===== src/rtl/cdf_accumulator_if.sv =====
// Bus bundle for the CDF accumulator: histogram RAM read port plus the
// divider-side handshake.
//
// Handshake: cdf_valid is a one-cycle offer of cdf_out/bin_idx. The offer
// stays pending, with cdf_out and bin_idx held, until ds_done is sampled high
// on a rising clock edge. ds_done is ignored while no offer is pending.
// hist_data must carry mem[hist_addr] exactly one cycle after hist_rd.
interface cdf_accumulator_if #(
  parameter int CNT_W = 19
);
  logic             hist_rd;
  logic [7:0]       hist_addr;
  logic [CNT_W-1:0] hist_data;
  logic [7:0]       cdf_out;
  logic             cdf_valid;
  logic             ds_done;
  logic [7:0]       bin_idx;

  // Accumulator side: reads the RAM, offers results to the divider
  modport master (
    output hist_rd, hist_addr, cdf_out, cdf_valid, bin_idx,
    input  hist_data, ds_done
  );

  // RAM / divider side
  modport slave (
    input  hist_rd, hist_addr, cdf_out, cdf_valid, bin_idx,
    output hist_data, ds_done
  );
endinterface


===== src/rtl/cdf_accumulator.sv =====
// CDF accumulator for histogram equalisation.
// Walks 256 histogram bins in order, keeps a running sum and offers each
// scaled cumulative value (acc_eff >> SHIFT, saturated to 8 bits) to the
// divider, advancing one bin per divider handshake.
// Optional feature macro: CDF_MIN_EN -- subtract the cumulative value of the
// first non-zero bin (cdf_min) before scaling.
module cdf_accumulator #(
  parameter int CNT_W = 19,
  parameter int SHIFT = 10
) (
  input  logic                  clk,
  input  logic                  reset,
  input  logic                  start,
  cdf_accumulator_if.master     bus,
  output logic                  busy,
  output logic                  done,
  output logic [2:0]            state_dbg
);

  localparam int ACC_W = CNT_W + 8;

  typedef enum logic [2:0] {
    S_IDLE    = 3'd0,
    S_RD      = 3'd1,
    S_ACC     = 3'd2,
    S_SEND    = 3'd3,
    S_WAIT_DS = 3'd4,
    S_DONE    = 3'd5
  } state_t;

  state_t             state;
  state_t             state_nxt;
  logic [7:0]         k;
  logic [ACC_W-1:0]   acc;
  logic [ACC_W-1:0]   acc_nxt;
  logic [ACC_W-1:0]   acc_eff;
  logic [ACC_W-1:0]   scaled_full;
  logic [7:0]         cdf_scaled;
  logic [7:0]         cdf_out_r;
  logic [7:0]         bin_idx_r;
  logic               hs_done;
  logic               hist_rd_c;
  logic               cdf_valid_c;

  assign acc_nxt = acc + ACC_W'(bus.hist_data);
  assign hs_done = ((state == S_SEND) || (state == S_WAIT_DS)) && bus.ds_done;

`ifdef CDF_MIN_EN
  logic [ACC_W-1:0] cdf_min;
  logic [ACC_W-1:0] cdf_min_nxt;
  logic             min_vld;
  logic             min_vld_nxt;

  // Capture the running sum at the first non-zero bin and offset from it
  always_comb begin
    cdf_min_nxt = cdf_min;
    min_vld_nxt = min_vld;
    if (!min_vld && (bus.hist_data != '0)) begin
      cdf_min_nxt = acc_nxt;
      min_vld_nxt = 1'b1;
    end
    acc_eff = min_vld_nxt ? (acc_nxt - cdf_min_nxt) : '0;
  end

  // cdf_min register: cleared on start, updated once per bin in ACC
  always_ff @(posedge clk or posedge reset) begin
    if (reset) begin
      cdf_min <= '0;
      min_vld <= 1'b0;
    end else if ((state == S_IDLE) && start) begin
      cdf_min <= '0;
      min_vld <= 1'b0;
    end else if (state == S_ACC) begin
      cdf_min <= cdf_min_nxt;
      min_vld <= min_vld_nxt;
    end
  end
`else
  assign acc_eff = acc_nxt;
`endif

  // Scale and saturate the effective sum to 8 bits
  always_comb begin
    scaled_full = acc_eff >> SHIFT;
    cdf_scaled  = (scaled_full > ACC_W'(255)) ? 8'hFF : scaled_full[7:0];
  end

  // State register
  always_ff @(posedge clk or posedge reset) begin
    if (reset) state <= S_IDLE;
    else       state <= state_nxt;
  end

  // Next-state and strobe outputs
  always_comb begin
    state_nxt   = state;
    hist_rd_c   = 1'b0;
    cdf_valid_c = 1'b0;
    busy        = 1'b0;
    done        = 1'b0;
    case (state)
      S_IDLE: begin
        if (start) state_nxt = S_RD;
      end
      S_RD: begin
        hist_rd_c = 1'b1;
        busy      = 1'b1;
        state_nxt = S_ACC;
      end
      S_ACC: begin
        busy      = 1'b1;
        state_nxt = S_SEND;
      end
      S_SEND: begin
        cdf_valid_c = 1'b1;
        busy        = 1'b1;
        if (hs_done) state_nxt = (k == 8'd255) ? S_DONE : S_RD;
        else         state_nxt = S_WAIT_DS;
      end
      S_WAIT_DS: begin
        busy = 1'b1;
        if (hs_done) state_nxt = (k == 8'd255) ? S_DONE : S_RD;
      end
      S_DONE: begin
        done      = 1'b1;
        state_nxt = S_IDLE;
      end
      default: state_nxt = S_IDLE;
    endcase
  end

  // Datapath: bin counter, accumulator and held divider operands
  always_ff @(posedge clk or posedge reset) begin
    if (reset) begin
      k         <= '0;
      acc       <= '0;
      cdf_out_r <= '0;
      bin_idx_r <= '0;
    end else begin
      if ((state == S_IDLE) && start) begin
        k   <= '0;
        acc <= '0;
      end
      if (state == S_ACC) begin
        acc       <= acc_nxt;
        cdf_out_r <= cdf_scaled;
        bin_idx_r <= k;
      end
      if (hs_done && (k != 8'd255)) k <= k + 8'd1;
    end
  end

  assign bus.hist_rd   = hist_rd_c;
  assign bus.hist_addr = k;
  assign bus.cdf_valid = cdf_valid_c;
  assign bus.cdf_out   = cdf_out_r;
  assign bus.bin_idx   = bin_idx_r;
  assign state_dbg     = state;

endmodule


===== src/flat_wrapper.sv =====
// flat-port wrapper written by rule: the top's interface ports become plain ports
module cdf_accumulator_flat 
#(
  parameter int CNT_W = 19,
  parameter int SHIFT = 10
)
  (clk, reset, start, busy, done, state_dbg, bus_hist_rd, bus_hist_addr, bus_cdf_out, bus_cdf_valid, bus_bin_idx, bus_hist_data, bus_ds_done);
  cdf_accumulator_if #(.CNT_W(CNT_W)) bus_i ();
  input  logic clk;
  input  logic reset;
  input  logic start;
  output logic busy;
  output logic done;
  output logic [2:0] state_dbg;
  output wire logic [$bits(bus_i.hist_rd)-1:0] bus_hist_rd;
  output wire logic [$bits(bus_i.hist_addr)-1:0] bus_hist_addr;
  output wire logic [$bits(bus_i.cdf_out)-1:0] bus_cdf_out;
  output wire logic [$bits(bus_i.cdf_valid)-1:0] bus_cdf_valid;
  output wire logic [$bits(bus_i.bin_idx)-1:0] bus_bin_idx;
  input wire logic [$bits(bus_i.hist_data)-1:0] bus_hist_data;
  input wire logic [$bits(bus_i.ds_done)-1:0] bus_ds_done;
  assign bus_hist_rd = bus_i.hist_rd;
  assign bus_hist_addr = bus_i.hist_addr;
  assign bus_cdf_out = bus_i.cdf_out;
  assign bus_cdf_valid = bus_i.cdf_valid;
  assign bus_bin_idx = bus_i.bin_idx;
  assign bus_i.hist_data = bus_hist_data;
  assign bus_i.ds_done = bus_ds_done;
  cdf_accumulator #(.CNT_W(CNT_W), .SHIFT(SHIFT)) u_core (.clk(clk), .reset(reset), .start(start), .bus(bus_i), .busy(busy), .done(done), .state_dbg(state_dbg));
endmodule

===== config.mk =====
export PLATFORM = sky130hd
export DESIGN_NAME = cdf_accumulator_flat
export DESIGN_NICKNAME = d
export VERILOG_FILES = /design/src/rtl/cdf_accumulator_if.sv /design/src/rtl/cdf_accumulator.sv /design/src/flat_wrapper.sv
export SDC_FILE = /design/constraint.sdc
export NUM_CORES = 1
export LEC_CHECK = 0
export BUFFER_PORTS_ARGS = -buffer_cell sky130_fd_sc_hd__clkbuf_2
export CORE_UTILIZATION = 30
export DETAILED_ROUTE_END_ITERATION = 8
export HOLD_SLACK_MARGIN = 0.06
export PLACE_DENSITY_LB_ADDON = 0.3
export SETUP_SLACK_MARGIN = 0.02
export SYNTH_ARGS = -nofsm -noshare
export SYNTH_HDL_FRONTEND = slang
export SYNTH_SLANG_ARGS = --single-unit

===== constraint.sdc =====
create_clock -name clk -period 3.2 [get_ports clk]
set_input_delay 0 -clock clk [delete_from_list [all_inputs] [get_ports clk]]
set_output_delay 0 -clock clk [all_outputs]
set_load 0.005 [all_outputs]

==> results of run 1 <==
flip-flops by register name, summed over array words and instances, names as in the netlist:
| register | count |
|---|---|
| u_core.acc | 27 |
| u_core.bus.bin_idx | 8 |
| u_core.bus.cdf_out | 8 |
| u_core.bus.hist_addr | 8 |
| u_core.state_dbg | 3 |
power breakdown:
part	switching [W]	leakage [nW]	internal, W
Clock	0.000254	0.0708	0.000291
Sequential	0.000154	0.690	0.000879
Combinational	0.00112	1.20	0.000794
Total	0.00152	1.96	0.00196
worst min-delay path: stages:
cell      delay, ns
clkbuf_2       0.08
ha_1           0.12
a22o_1         0.12
cells in the final DEF, fill, tap and decap left out, types with 9 or more instances in the layout:
cell      synthesis  layout
a21oi_1          24      19
a31oi_1          11      10
buf_4             0      19
clkbuf_2          0      53
dfrtp_1          54      54
ha_1             20      16
nand2_1          65      64
nand2b_1          9       9
nand3_1          12      12
nor2_1           34      34
o21ai_0          47      47
xnor2_1          13      13
metrics by stage:
stage	instance area, um2	total power [W]
3_3_place_gp	3980	0.00286
6_report	4230	0.00349
5_1_grt	4230	0.00380
3_5_place_dp	3980	0.00290
2_1_floorplan	3490	0.00231
4_1_cts	4170	0.00347
metal layers:
metal  share of wire, %  GRT usage [%]
met5                  0              0
met4                1.1           4.48
met3                5.5           3.50
met2                 47           27.8
met1                 46           20.0
logic make-up after synthesis:
kind of cell             count (synthesis)
flip-flops                              54
adder cells (fa/ha/maj)                 21
AND/OR/NAND/NOR                        154
buffers and inverters                   31
AO/OA/AOI/OAI                          127
XOR/XNOR                                21
multiplexers                             2
what timing repair did:
| action | 4_1_cts | 5_1_grt |
|---|---|---|
| pin swaps | 0 | 7 |
| setup endpoints to repair | 8 | 8 |
| endpoints found under the hold margin | 37 | 0 |
| gates resized for setup | 3 | 17 |
| hold buffers | 2 | 0 |
| buffers inserted | 0 | 1 |
cell type report:
class | count | area (um2) | area share, %
clock buffer | 6 | 129 | 3.05
clock inverter | 2 | 13.8 | 0.326
inverter | 9 | 33.8 | 0.799
multi-input combinational | 325 | 2080 | 49.2
sequential | 54 | 1350 | 32.0
tap | 143 | 179 | 4.23
timing repair buffer | 75 | 439 | 10.4
path summary, 6_finish.rpt:
check | cells after the start | endpoint | slack (ns) | from
worst max-delay path | 11 | u_core.bus.cdf_out[1]$_DFFE_PP0P_ | 0.16 | u_core.acc[17]$_DFFE_PP0P_
max in group asynchronous | 4 | u_core.bus.cdf_out[1]$_DFFE_PP0P_ | 2.06 | reset
worst min register to register | 2 | u_core.bus.bin_idx[7]$_DFFE_PP0P_ | 0.48 | u_core.bus.bin_idx[7]$_DFFE_PP0P_
worst max register to register | 11 | u_core.bus.cdf_out[1]$_DFFE_PP0P_ | 0.16 | u_core.acc[17]$_DFFE_PP0P_
min in group asynchronous | 3 | u_core.bus.bin_idx[0]$_DFFE_PP0P_ | 0.38 | reset
worst min-delay path | 3 | u_core.acc[0]$_DFFE_PP0P_ | 0.07 | bus_hist_data[0]
==> metrics, run 1 <==
status=finished, final reports clean; Max Buffers Root-to-Sink=2; type of the worst setup path=register to register; worst path cell trace=ha_1 -> buf_4 -> nand2_1 -> o21ai_1 -> nand2b_1 -> or3_4 -> a2111o_1 -> or3_4 -> a2111oi_4 -> buf_6 -> a31oi_1; Synth area leader=dfrtp_1; clock sinks=54; ANT nets after route=0; clk_skew=0.00542 ns; slowest CP cell=a2111o_1; Post-DP HPWL=6900 um; drt pass-1 iters=4; Avg Cell Area, Syn=8.52 um2; cell row count=39; global-route wire length before repair=15200 um; Min-Delay Path Class=input pin to register; crit-path max FO=8; nets@finish=514; initial core utilization=30.7%; Top FF cell, synth=dfrtp_1; multiplexer area fraction after synthesis=0.609%; I/O pins=54; Die H=110 um; Async SR Flop Fraction=100%; fill cell count=1187; Final period util=94.9%; Routed WL=9030 um; CP dominant cell by count=or3_4; register area share after synthesis=38.7%; CTS tree=built; Final Core Density=37.2%; Post-synth EDFFs=0; initial DRC count=149; fin cells=614; most numerous cell in the Yosys netlist=nand2_1; ANT cells=0; simple-gate share of the synthesized area=20.6%; setup ws final=0.164 ns; WP buf/inv=2; GRT Total Usage=16.1%; grt total ovfl=0; initial antenna violation count=0; Root Driver=clkbuf_16; Crit path max-delay family=simple AND/OR/NAND/NOR gates; Cells after DPL=603; Adder-Cell Fraction of Synth Area=7.74%; WHS=0.0689 ns; Setup crit start kind=register; post-synth top area share=38.7%; RSZ-0062 raised after global routing=no; DIE AREA=0.0121 mm2; Post-Syn Area=0.00349 mm2; Leak=1.96 nW; MaxCap Viol Count=0; CP Capture Type=register; Synth Area in Compound Gates=23.4%; TNS Setup=0 ns; maximum VDD drop=0.000401 V; Cell variety after synth=53; share of cells above drive strength 1=22.7%; Worst Max-Slew Pin Slew=1.22 ns; via count=3203; relative slew slack=18.1%; Syn-to-layout area delta=21.0%; synth cell count leaders=nand2_1 (65), dfrtp_1 (54), o21ai_0 (47), nor2_1 (34), a21oi_1 (24); Yosys reg bits=54; Yosys warning count=0; Power Density=825 mW/mm2; syn_nets=454; vias in the first global route=3156; Final GP Congestion=0.848; Synth area leaders=dfrtp_1 (39%), ha_1 (7.2%), nand2_1 (7.0%), o21ai_0 (6.7%), nor2_1 (3.7%); Clk Latency, worst-skew pair=0.29 ns; largest net degree at the start of global routing=37; Final Critical Period=3.04 ns; largest family of logic cells by synthesized area=compound AO/OA/AOI/OAI gates; Port Buffer Count=53; post-placement worst setup slack=0.00248 ns; post-synthesis instance total=410; Final setup viols=0; DRC=0; XOR/XNOR Fraction of Synth Area=5.27%; Routed WL per cell=14.7 um; max frequency=329 MHz; vias per cell=5.22; max incr delay on CP=0.42 ns; CTS Buf Count=5; Die X=110 um; core box area=0.0114 mm2; Fin. Hold Viols=0; critical path arrival=3.20 ns; H-tree depth=2; worst endpoint required time=3.36 ns; max-slew violations=0; Clock Pin Slew Worst Setup and Hold Paths=0.07 ns
Note: power is estimated with default switching activity, not from simulation.
==> run 2: changes to the inputs <==
--- a/config.mk
+++ b/config.mk
@@ -11,6 +11,7 @@
 export HOLD_SLACK_MARGIN = 0.06
 export PLACE_DENSITY_LB_ADDON = 0.3
 export SETUP_SLACK_MARGIN = 0.02
+export SKIP_CTS_REPAIR_TIMING = 1
 export SYNTH_ARGS = -nofsm -noshare
 export SYNTH_HDL_FRONTEND = slang
 export SYNTH_SLANG_ARGS = --single-unit
==> constraint.sdc (replaced) <==
create_clock -name clk -period 3.5 [get_ports clk]
set_input_delay 0 -clock clk [delete_from_list [all_inputs] [get_ports clk]]
set_output_delay 0 -clock clk [all_outputs]
set_load 0.005 [all_outputs]
==> metrics, run 2 (same netlist as run 1, synthesis figures left out) <==
status=finished, final reports clean; type of the worst setup path=register to register; Pint=0.00175 W (-11%); CTS Buf Count=5 (unchanged); via count=3136 (-2.1%); global-route wire length before repair=15000 um (-1.5%); I/O pins=54 (unchanged); Routed WL=8850 um (-2.1%); worst hold path startpoint=bus_hist_data[0]; MaxCap Viol Count=0 (unchanged); Die H=110 um (unchanged); Die X=110 um (unchanged); Psw=0.00137 W (-9.9%); DRC=0 (unchanged); DIE AREA=0.0121 mm2 (unchanged); share of cells above drive strength 1=17.8% (-4.9 points); max-slew violations=0 (unchanged); most frequent cells in the layout=nand2_1 (65), dfrtp_1 (54), clkbuf_2 (53); CTS tree=built; initial core utilization=30.7% (unchanged); commonest non-fill, non-tap cell in the layout=nand2_1; clock sinks=54 (unchanged); Syn-to-layout area delta=17.5%; Clock Pin Slew Worst Setup and Hold Paths=0.08 ns (about the same); Clk pwr share=17.3% (+1.7 points); worst endpoint required time=3.67 ns (+0.31 ns); max frequency=308 MHz (-6.5%); Root Driver=clkbuf_16; Post-DP HPWL=6520 um (-5.5%); initial antenna violation count=0 (unchanged); largest net degree at the start of global routing=37 (unchanged); Power Density=761 mW/mm2 (-7.7%); critical path arrival=3.42 ns (+0.22 ns); worst path cell trace=ha_1 -> nand3_1 -> nor2_1 -> o211ai_1 -> a2111o_1 -> a21oi_1 -> nand3_1 -> a2111oi_4 -> buf_4 -> a31oi_1; initial DRC count=116 (-22%); Min-Delay Path Class=input pin to register; CP Capture Type=register; Tot Pwr=0.00312 W (-10%); Switching Share=44.0% (+0.29 points); cell row count=39 (unchanged); Final Critical Period=3.25 ns (+0.210 ns); GRT Total Usage=15.8% (-0.31 points); Setup crit start kind=register; slowest CP cell=ha_1; reg2reg path depth=10 (-1); Final GP Congestion=0.804 (-5.2%); grt total ovfl=0 (unchanged); Clk Latency, worst-skew pair=0.30 ns (about the same); WHS=0.0584 ns (-0.0105 ns); max reg flops=27 (unchanged); CP dominant cell by count=nand3_1; vias in the first global route=3069 (-2.8%); crit-path max FO=8 (unchanged); Worst Max-Slew Pin Slew=0.773 ns (-0.451 ns); Port Buffer Count=53 (unchanged); ANT cells=0 (unchanged); Seq pwr share=30.2% (+0.6 points); nets@finish=504 (-1.9%); Hold Crit Depth=3 (unchanged); R2R Setup Slk=0.25 ns (+0.09 ns); Routed WL per cell=14.6 um (-0.44%); Max Buffers Root-to-Sink=2 (unchanged); fill cell count=1203 (+1.3%); Final period util=92.8% (-2.1 points); drt pass-1 iters=4 (unchanged); Worst Hold End=u_core.acc[0]$_DFFE_PP0P_; Final setup viols=0 (unchanged); RSZ-0062 raised after global routing=no; Final Core Density=36.1% (-1.1 points); clk_skew=0.00694 ns (+0.00152 ns); Fin. Hold Viols=0 (unchanged); H-tree depth=2 (unchanged); core box area=0.0114 mm2 (unchanged); share of power burned in combinational logic=52.6% (-2.1 points); vias per cell=5.19 (-0.47%); max incr delay on CP=0.43 ns (about the same); relative slew slack=48.4% (+30 points); R2R Path End=u_core.bus.cdf_out[2]$_DFFE_PP0P_; Reg with most FFs=u_core.acc; maximum VDD drop=0.000329 V (-18%); TNS Setup=0 ns (unchanged); Leak=1.92 nW (-2.0%); RR Startpoint=u_core.acc[8]$_DFFE_PP0P_; ANT nets after route=0 (unchanged)
[run 2: metal layers]
| layer | vias to the layer above | wire (um) | global-route usage [%] |
|---|---|---|---|
| li1 | 1561 | - | - |
| met5 | - | 0 | 0 |
| met4 | 0 | 44 | 2.57 |
| met1 | 1495 | 4180 | 20.9 |
| met2 | 76 | 4100 | 26.6 |
| met3 | 4 | 520 | 3.26 |
[run 2: metrics by stage]
step	cells	cell area [um2]	worst slack [ns]
2_1_floorplan	410	3490	0.504
3_3_place_gp	593	3910	0.217
3_5_place_dp	593	3910	0.132
4_1_cts	601	4060	0.0927
5_1_grt	604	4100	0.0350
6_report	604	4100	0.254
[run 2: layout make-up]
| type | instances | area (um2) | area share (%) |
|---|---|---|---|
| clock buffers | 6 | 139 | 3.38 |
| clock inverters | 2 | 16.3 | 0.396 |
| inverters | 9 | 33.8 | 0.823 |
| multi-input cells | 325 | 2020 | 49.3 |
| flip-flops and latches | 54 | 1350 | 32.9 |
| well taps | 143 | 179 | 4.36 |
| repair buffers | 65 | 360 | 8.78 |
[run 2: power by group through the flow]
| stage | sequential (W) | clock (W) | combinational, W |
|---|---|---|---|
| finish | 0.000942 | 0.000539 | 0.00164 |
| global route | 0.000974 | 0.000577 | 0.00187 |
| CTS | 0.000946 | 0.000553 | 0.00164 |
| detailed placement | 0.000956 | 0 | 0.00163 |
| global placement | 0.000950 | 0 | 0.00160 |
| floorplan | 0.000910 | 0 | 0.00120 |
[run 2: how the worst max path moves through the flow]
stage	start	to	slack, ns	cells after the start
after floorplan	u_core.acc[7]$_DFFE_PP0P_	u_core.bus.cdf_out[0]$_DFFE_PP0P_	0.50	10
after global placement	u_core.acc[0]$_DFFE_PP0P_	u_core.bus.cdf_out[7]$_DFFE_PP0P_	0.22	11
after detailed placement	u_core.acc[0]$_DFFE_PP0P_	u_core.bus.cdf_out[2]$_DFFE_PP0P_	0.13	11
after CTS	u_core.acc[0]$_DFFE_PP0P_	u_core.bus.cdf_out[2]$_DFFE_PP0P_	0.09	11
after global routing	u_core.acc[16]$_DFFE_PP0P_	u_core.bus.cdf_out[2]$_DFFE_PP0P_	0.03	9
final	u_core.acc[8]$_DFFE_PP0P_	u_core.bus.cdf_out[2]$_DFFE_PP0P_	0.25	10
[run 2: worst max-delay path: cells and delay by family, from the launching register on]
family / cells / cell delay, ns
AOI/OAI and AO/OA: 5 / 1.46
and+or+nand+nor: 3 / 0.64
DFF: 1 / 0.38
adders and majority gates: 1 / 0.43
buffers and inverters: 1 / 0.22
